`src/rtl/timer_pkg.sv`:
```
// rtl/timer_pkg.sv - shared state encoding and default widths for the timer controller
// Contents:
//   state_t      : FSM state encoding (IDLE=00, RUN=01, PAUSED=10, DONE=11)
//   DEF_WIDTH    : default counter width
//   DEF_PRESC_W  : default prescaler width
package timer_pkg;

    typedef enum logic [1:0] {
        ST_IDLE   = 2'b00,
        ST_RUN    = 2'b01,
        ST_PAUSED = 2'b10,
        ST_DONE   = 2'b11
    } state_t;

    localparam int DEF_WIDTH   = 8;
    localparam int DEF_PRESC_W = 8;

endpackage

```
`src/rtl/up_counter_ld.sv`:
```
// rtl/up_counter_ld.sv - loadable up-counter with terminal-value flag
// Ports:
//   clk, rst_n : clock, asynchronous active-low reset
//   en         : increment by one
//   ld         : load d (priority over en)
//   d          : load value
//   q          : counter value (registered)
//   at_max     : q equals all-ones
module up_counter_ld #(
    parameter int WIDTH = 8
) (
    input  logic             clk,
    input  logic             rst_n,
    input  logic             en,
    input  logic             ld,
    input  logic [WIDTH-1:0] d,
    output logic [WIDTH-1:0] q,
    output logic             at_max
);

    always_ff @(posedge clk or negedge rst_n) begin
        if (!rst_n) begin
            q <= '0;
        end else if (ld) begin
            q <= d;
        end else if (en) begin
            q <= q + WIDTH'(1);
        end
    end

    assign at_max = (q == '1);

endmodule

```
`src/rtl/timer_ctrl.sv`:
```
// rtl/timer_ctrl.sv - programmable timer: start/stop/pause, prescaler, one-shot or auto-reload
// Ports:
//   clk, rst_n   : clock, asynchronous active-low reset
//   start        : start with reload from IDLE/DONE, resume from PAUSED
//   stop         : abort to IDLE (highest priority)
//   pause        : freeze in PAUSED
//   load_val     : start value, latched on start from IDLE/DONE
//   prescale     : step every (prescale+1) RUN cycles, latched with load_val
//   auto_reload  : 1 = periodic, 0 = one-shot, latched with load_val
//   irq_ack      : clears irq (a simultaneous wrap wins)
//   count        : counter value
//   state        : IDLE=00, RUN=01, PAUSED=10, DONE=11
//   busy         : state is RUN or PAUSED
//   tc           : one-cycle pulse after each wrap
//   irq          : sticky interrupt
module timer_ctrl
    import timer_pkg::*;
#(
    parameter int WIDTH   = DEF_WIDTH,
    parameter int PRESC_W = DEF_PRESC_W
) (
    input  logic               clk,
    input  logic               rst_n,
    input  logic               start,
    input  logic               stop,
    input  logic               pause,
    input  logic [WIDTH-1:0]   load_val,
    input  logic [PRESC_W-1:0] prescale,
    input  logic               auto_reload,
    input  logic               irq_ack,
    output logic [WIDTH-1:0]   count,
    output logic [1:0]         state,
    output logic               busy,
    output logic               tc,
    output logic               irq
);

    state_t             state_q;
    logic               busy_q;
    logic               tc_q;
    logic               irq_q;
    logic [PRESC_W-1:0] presc_q;
    logic [PRESC_W-1:0] cfg_presc;
    logic [WIDTH-1:0]   cfg_load;
    logic               cfg_auto;

    logic               cnt_ld;
    logic               cnt_en;
    logic [WIDTH-1:0]   cnt_d;
    logic               at_max;
    logic               step;
    logic               wrap;

    // Counter control decode; the counter register itself lives in up_counter_ld.
    // stop clears the count by loading zero.
    always_comb begin
        cnt_ld = 1'b0;
        cnt_en = 1'b0;
        cnt_d  = cfg_load;
        step   = 1'b0;
        wrap   = 1'b0;
        case (state_q)
            ST_IDLE, ST_DONE: begin
                if (stop) begin
                    cnt_ld = 1'b1;
                    cnt_d  = '0;
                end else if (start) begin
                    cnt_ld = 1'b1;
                    cnt_d  = load_val;
                end
            end
            ST_RUN: begin
                if (stop) begin
                    cnt_ld = 1'b1;
                    cnt_d  = '0;
                end else if (!pause) begin
                    step = (presc_q == cfg_presc);
                    if (step) begin
                        if (at_max) begin
                            wrap   = 1'b1;
                            cnt_ld = cfg_auto;  // one-shot holds MAX
                        end else begin
                            cnt_en = 1'b1;
                        end
                    end
                end
            end
            ST_PAUSED: begin
                if (stop) begin
                    cnt_ld = 1'b1;
                    cnt_d  = '0;
                end
            end
            default: ;
        endcase
    end

    up_counter_ld #(.WIDTH(WIDTH)) u_cnt (
        .clk    (clk),
        .rst_n  (rst_n),
        .en     (cnt_en),
        .ld     (cnt_ld),
        .d      (cnt_d),
        .q      (count),
        .at_max (at_max)
    );

    always_ff @(posedge clk or negedge rst_n) begin
        if (!rst_n) begin
            state_q   <= ST_IDLE;
            busy_q    <= 1'b0;
            tc_q      <= 1'b0;
            irq_q     <= 1'b0;
            presc_q   <= '0;
            cfg_presc <= '0;
            cfg_load  <= '0;
            cfg_auto  <= 1'b0;
        end else begin
            tc_q <= wrap;
            if (wrap) begin
                irq_q <= 1'b1;
            end else if (irq_ack) begin
                irq_q <= 1'b0;
            end

            case (state_q)
                ST_IDLE, ST_DONE: begin
                    // pause has no meaning here, so start still proceeds under it
                    if (stop) begin
                        state_q <= ST_IDLE;
                        busy_q  <= 1'b0;
                    end else if (start) begin
                        state_q   <= ST_RUN;
                        busy_q    <= 1'b1;
                        presc_q   <= '0;
                        cfg_load  <= load_val;
                        cfg_presc <= prescale;
                        cfg_auto  <= auto_reload;
                    end
                end
                ST_RUN: begin
                    if (stop) begin
                        state_q <= ST_IDLE;
                        busy_q  <= 1'b0;
                    end else if (pause) begin
                        state_q <= ST_PAUSED;
                    end else if (step) begin
                        presc_q <= '0;
                        if (wrap && !cfg_auto) begin
                            state_q <= ST_DONE;
                            busy_q  <= 1'b0;
                        end
                    end else begin
                        presc_q <= presc_q + PRESC_W'(1);
                    end
                end
                ST_PAUSED: begin
                    // prescaler stays frozen so resume continues the partial period
                    if (stop) begin
                        state_q <= ST_IDLE;
                        busy_q  <= 1'b0;
                    end else if (!pause && start) begin
                        state_q <= ST_RUN;
                    end
                end
                default: begin
                    state_q <= ST_IDLE;
                    busy_q  <= 1'b0;
                end
            endcase
        end
    end

    assign state = state_q;
    assign busy  = busy_q;
    assign tc    = tc_q;
    assign irq   = irq_q;

endmodule
```
`config.mk`:
```
export PLATFORM = sky130hd
export DESIGN_NAME = timer_ctrl
export DESIGN_NICKNAME = d
export VERILOG_FILES = /design/src/rtl/timer_pkg.sv /design/src/rtl/up_counter_ld.sv /design/src/rtl/timer_ctrl.sv
export SDC_FILE = /design/constraint.sdc
export NUM_CORES = 1
export LEC_CHECK = 0
export CAP_MARGIN = 20
export CORE_MARGIN = 2
export CORE_UTILIZATION = 50
export CTS_CLUSTER_DIAMETER = 200
export DETAILED_ROUTE_END_ITERATION = 8
export GPL_ROUTABILITY_DRIVEN = 0
export MAX_ROUTING_LAYER = met4
export PLACE_DENSITY = 0.86
export SLEW_MARGIN = 15
export SYNTH_ARGS = -nofsm -noshare
export SYNTH_HDL_FRONTEND = slang
export SYNTH_SLANG_ARGS = --single-unit
```
`constraint.sdc`:
```
create_clock -name clk -period 3.4 [get_ports clk]
set_input_delay 0.68 -clock clk [delete_from_list [all_inputs] [get_ports clk]]
set_output_delay 0.68 -clock clk [all_outputs]
set_load 0.005 [all_outputs]
```
==> out/metrics.yaml, run 1 <==
logic_synthesis:
  synth_ff_type: "dfrtp_1"
  async_reset_ff_share_pct: 100
  syn_nets: 246
  syn_area_um2: 2190
  synth_edf_count: 0
  syn_inst: 219
  ys_warn_count: 0
  ys_seq_elements: 38
  syn_area_per_cell_um2: 10.0
  seq_area_frac_synth_pct: 43.3
  yosys.cell_types.count: 49
pwr:
  ir_drop_v: 0.000240
  power.density_nw_per_um2: 602
  netSwitchingFraction_pct: 32.7
  p_leak_nw: 1.07
  p_sw_w: 0.000522
  combPwrFrac_pct: 33.8
  p_clk_share_pct: 22.7
  p_int_w: 0.00108
  p_seq_share_pct: 43.5
clock_tree:
  cts_buffers: 5
  cts_tree: "done"
  cts.sinks: 38
  h-tree-depth: 2
  cts_setup_buffers: 0
  clockBufferDepth: 2
  clk_latency_ns: 0.30
  clk_pin_slew_ns: 0.07
  root_buffer: "clkbuf_8"
  cts-resized-gates: 0
  hold_buffers: 0
global_routing:
  gr-usage-met1_pct: 26.1
  antenna_found_initial: 0
  grt_pass1_vias: 1556
  overflow: 0
  grt_pass1_wl_um: 7360
  grtUsageTotal_pct: 19.4
  grt_use_met2_pct: 29.2
  gr-usage-met3_pct: 4.33
  busiest_layer: "met2"
  grt_max_degree: 39
critical_path:
  critPathCaptureType: "register"
  reg2reg_from: "state[1]"
  r2r_slack_ns: 0.71
  reg2reg_depth: 7
  path_max_fanout: 11
  path_class: "reg -> reg"
  crit_path_start_kind: "register"
  rr_endpoint: "u_cnt.q[6]"
  crit_arrival_ns: 2.91
  worstPathRequired_ns: 3.62
timing:
  max_freq_mhz: 372
  worst_pin_slew_ns: 0.840
  skew_ns: 0.00445
  finalSetupViolCount: 0
  rsz0062_at_grt: "no"
  maxSlewViolCount: 0
  finalSetupTns_ns: 0
  finalCritPeriodShare_pct: 79.1
  setup_slack_ns: 0.710
  relSlewSlack_pct: 44.0
  report.final.hold_viol_count: 0
  post-route-min-period_ns: 2.69
routing:
  routedWlPerCell_um: 14.7
  drc: 0
  drt-pass1-iter-count: 4
  viasPerCell: 5.71
  drt-total-wl_um: 4500
  dr.first_iter.drc_count: 164
  num_vias: 1747
  postRouteAntennaNets: 0
finish:
  areaGrowthSynthToFinish_pct: 21.2
  final_common_cell: "dfrtp_1"
  layout.cells.most_common_list: "dfrtp_1 (38), clkdlybuf4s50_1 (34), nand2_1 (19)"
  diodes: 0
  fin_nets: 280
  final_layout_size_suffix_gt1_share_pct: 15.0
placement:
  dp_hpwl_um: 3310
  port_buffers: 35
  dp_worst_setup_slack_ns: 0.455
min_path:
  min-delay-path-class: "in -> async"
die:
  rows: 24
  die-area_um2: 4940
  ioPinCount: 36
  initial_core_util_pct: 51.1
  die_w_um: 70.3
  die_h_um: 70.3
  core_um2: 4290
outcome:
  status: "finished clean"
flow_run:
  max-cap-violations: 0
-- kinds of logic (layout without fill, tap and decap cells) --
group / after synthesis / in the layout / share of synthesized area, %
multiplexers: 21 / 21 / 10.8
AO/OA/AOI/OAI: 42 / 42 / 11.9
buffers and inverters: 20 / 55 / 4.96
XOR/XNOR: 14 / 14 / 5.93
AND/OR/NAND/NOR: 80 / 80 / 20.9
adder cells (fa/ha/maj): 4 / 4 / 2.28
flip-flops: 38 / 38 / 43.3
-- power by group through the flow --
stage | sequential, W | combinational [W] | clock [W]
3_3_place_gp | 0.000695 | 0.000525 | 0
3_5_place_dp | 0.000703 | 0.000540 | 0
2_1_floorplan | 0.000676 | 0.000383 | 0
6_report | 0.000696 | 0.000540 | 0.000364
5_1_grt | 0.000713 | 0.000592 | 0.000389
4_1_cts | 0.000695 | 0.000543 | 0.000371
-- worst max-delay path by stage --
| stage | endpoint | start |
|---|---|---|
| floorplan | u_cnt.q[0] | pause |
| global placement | u_cnt.q[0] | pause |
| detailed placement | u_cnt.q[0] | pause |
| CTS | u_cnt.q[6] | stop |
| global route | u_cnt.q[6] | state[1] |
| finish | u_cnt.q[6] | state[1] |
-- stage by stage --
stage / total power, W / hold WS (ns) / instances / area [µm²] / util, %
2_1_floorplan: 0.00106 / 0.384 / 219 / 2190 / -
3_3_place_gp: 0.00122 / 0.464 / 298 / 2550 / 59.4
3_5_place_dp: 0.00124 / 0.473 / 298 / 2550 / 59.4
4_1_cts: 0.00161 / 0.490 / 306 / 2660 / 61.9
5_1_grt: 0.00169 / 0.522 / 306 / 2660 / 61.9
6_report: 0.00160 / 0.483 / 306 / 2660 / 61.9
-- layout make-up --
cell class                 count  area (µm²)
sequential                    38         951
clock buffer                   8         110
multi-input combinational    161        1130
tap                           52        65.1
timing repair buffer          37         360
inverter                      10        37.5
fill                         349        1640
-- routing by layer --
layer	part of all wire (%)	wire length (µm)
met1	47	2130
met2	46	2080
met3	5.0	226
met4	1.3	59
met5	0	0
-- sequential cells by signal (all words and copies together) (netlist names) --
signal     flops
busy           1
cfg_auto       1
cfg_load       8
cfg_presc      8
irq            1
presc_q        8
state          2
tc             1
u_cnt.q        8
-- cells in the mapped netlist, drive strengths merged, types with 6 or more instances --
master / n / share of area [%]
a21oi: 17 / 4.0
buf: 6 / 2.3
dfrtp: 38 / 43
inv: 10 / 1.7
mux2: 18 / 9.4
nand2: 19 / 3.2
nand3: 14 / 3.4
nor2: 8 / 1.4
o21ai: 9 / 2.1
or3: 9 / 2.6
xnor2: 11 / 4.7
-- worst max-delay path: stages (launching register included) --
cell and delay, ns:
dfrtp_1 0.44, inv_1 0.08, ha_1 0.32, nand2b_1 0.17, nor3_1 0.28, or4b_1 0.65, or4_1 0.47, a31oi_1 0.19
Note: power is estimated with default switching activity, not from simulation.
==> inputs of run 2 (changes only) <==
Settings changed: CORE_UTILIZATION 50 to 48.
Clock period 3.4 ns to 2.25 ns, I/O delays scaled along.
==> out/metrics.yaml, run 2 (synthesis gave the netlist of run 1 again) <==
routing:
  drc: 0  # unchanged
  drt-pass1-iter-count: 4  # unchanged
  viasPerCell: 5.72  # +0.22%
  dr.first_iter.drc_count: 250  # +52%
  num_vias: 1911  # +9.4%
  routedWlPerCell_um: 15.6  # +6.2%
  drt-total-wl_um: 5220  # +16%
  postRouteAntennaNets: 0  # unchanged
clock_tree:
  h-tree-depth: 2  # unchanged
  hold_buffers: 0  # unchanged
  cts_buffers: 5  # unchanged
  cts_tree: "done"
  root_buffer: "clkbuf_8"
  clockBufferDepth: 2  # unchanged
  clk_latency_ns: 0.29  # about the same
  clk_pin_slew_ns: 0.07  # about the same
  cts.sinks: 38  # unchanged
pwr:
  power.density_nw_per_um2: 871  # +45%
  p_leak_nw: 1.20  # +12%
  ir_drop_v: 0.000460  # +92%
finish:
  final_common_cell: "dfrtp_1"
  diodes: 0  # unchanged
  area.sequential_um2: 952  # +0.13%
  fin_nets: 308  # +10%
  areaGrowthSynthToFinish_pct: 33.0
  multi_input_area_um2: 1200  # +6.0%
  n_fill_cell: 324  # -7.2%
  final_layout_size_suffix_gt1_share_pct: 27.3  # +12 points
  layout.cells.most_common_list: "dfrtp_1 (37), clkdlybuf4s50_1 (33), buf_4 (30)"
  final-instance-count-excl-fill: 334  # +9.2%
timing:
  relSlewSlack_pct: 44.9  # +0.91 points
  post-route-min-period_ns: 2.21  # -0.478 ns
  finalSetupTns_ns: 0  # unchanged
  max_freq_mhz: 452  # +22%
  maxSlewViolCount: 0  # unchanged
  worst_pin_slew_ns: 0.826  # -0.0137 ns
  setup_slack_ns: 0.0378  # -0.672 ns
  finalCritPeriodShare_pct: 98.3  # +19 points
  finalSetupViolCount: 0  # unchanged
  hold_ws_ns: 0.245  # -0.238 ns
  report.final.hold_viol_count: 0  # unchanged
  skew_ns: 0.00422  # -0.000223 ns
critical_path:
  r2r_slack_ns: 0.04  # -0.67 ns
  rr_endpoint: "u_cnt.q[7]"
  crit_arrival_ns: 2.42  # -0.49 ns
  path_max_fanout: 5  # -6
  reg2reg_depth: 7  # unchanged
  crit_path_start_kind: "register"
  critPathCaptureType: "register"
  worstPathRequired_ns: 2.45  # -1.17 ns
  reg2reg_from: "state[1]"
  path_class: "reg -> reg"
die:
  initial_core_util_pct: 50.1  # -1.1 points
  die_h_um: 71.6  # +1.9%
  rows: 24  # unchanged
  die_w_um: 71.6  # +1.9%
  core_um2: 4380  # +2.1%
  die-area_um2: 5130  # +3.9%
  ioPinCount: 36  # unchanged
global_routing:
  overflow: 0  # unchanged
  grt_pass1_vias: 1767  # +14%
  grt_pass1_wl_um: 8260  # +12%
  grt_max_degree: 39  # unchanged
  antenna_found_initial: 0  # unchanged
  grtUsageTotal_pct: 21.5  # +2.1 points
placement:
  dp_hpwl_um: 3690  # +11%
  port_buffers: 35  # unchanged
  dp_worst_setup_slack_ns: -0.363  # -0.818 ns
  placedCellCount: 321  # +7.7%
min_path:
  min-delay-path-class: "in -> async"
flow_run:
  max-cap-violations: 0  # unchanged
outcome:
  status: "finished clean"
[run 2: cell count changes in the layout (fill, tap and decap cells not counted), moves of 2 or more]
cell,change
buf_4,+28
ha_1,-3
a21oi_1,-2
a21oi_2,+2
clkbuf_8,-2
ha_4,+2
[run 2: layout make-up]
class,count,share of cell area (%)
repair buffers,65,19.5
clock inverters,1,0.172
clock buffers,7,2.96
well taps,52,2.23
flip-flops and latches,38,32.6
inverters,10,1.29
multi-input cells,161,41.2
[run 2: how the worst max path moves through the flow]
stage,from,endpoint,cells after the start
after CTS,state[0],u_cnt.q[7],7
after floorplan,state[0],u_cnt.q[0],8
after global placement,stop,u_cnt.q[0],7
after detailed placement,stop,u_cnt.q[0],7
after global routing,state[1],u_cnt.q[2],7
final,state[1],u_cnt.q[7],7
[run 2: critical path, stage by stage, from the launching register on]
cell and delay (ns):
dfrtp_1 0.39, buf_4 0.16, ha_4 0.15, or4_1 0.50, or4_4 0.43, and2_4 0.17, buf_4 0.15, mux2i_1 0.17
[run 2: report_power, final]
part           switching, W  internal, W  total (W)
Combinational      0.000455     0.000552    0.00101
Clock              0.000236     0.000247   0.000484
Sequential         0.000172     0.000879    0.00105
[run 2: layer usage]
layer | track usage, % | vias to the layer above | routed length (µm)
li1 | - | 898 | -
met1 | 28.4 | 929 | 2320
met2 | 33.2 | 77 | 2510
met3 | 4.50 | 7 | 315
met4 | 7.34 | 0 | 69
met5 | - | - | 0
[run 2: timing repair]
item	CTS	global route
buffers inserted	0	5
setup endpoints to repair	9	11
pin swaps	0	3
hold endpoints to repair	0	0
resized for setup	5	10
[run 2: stage by stage]
| stage | area (µm²) | util [%] | total power (W) |
|---|---|---|---|
| CTS | 2830 | 64.5 | 0.00248 |
| global route | 2920 | 66.6 | 0.00270 |
| finish | 2920 | 66.6 | 0.00254 |
| global placement | 2720 | 62.1 | 0.00194 |
| detailed placement | 2720 | 62.1 | 0.00198 |
| floorplan | 2200 | - | 0.00160 |
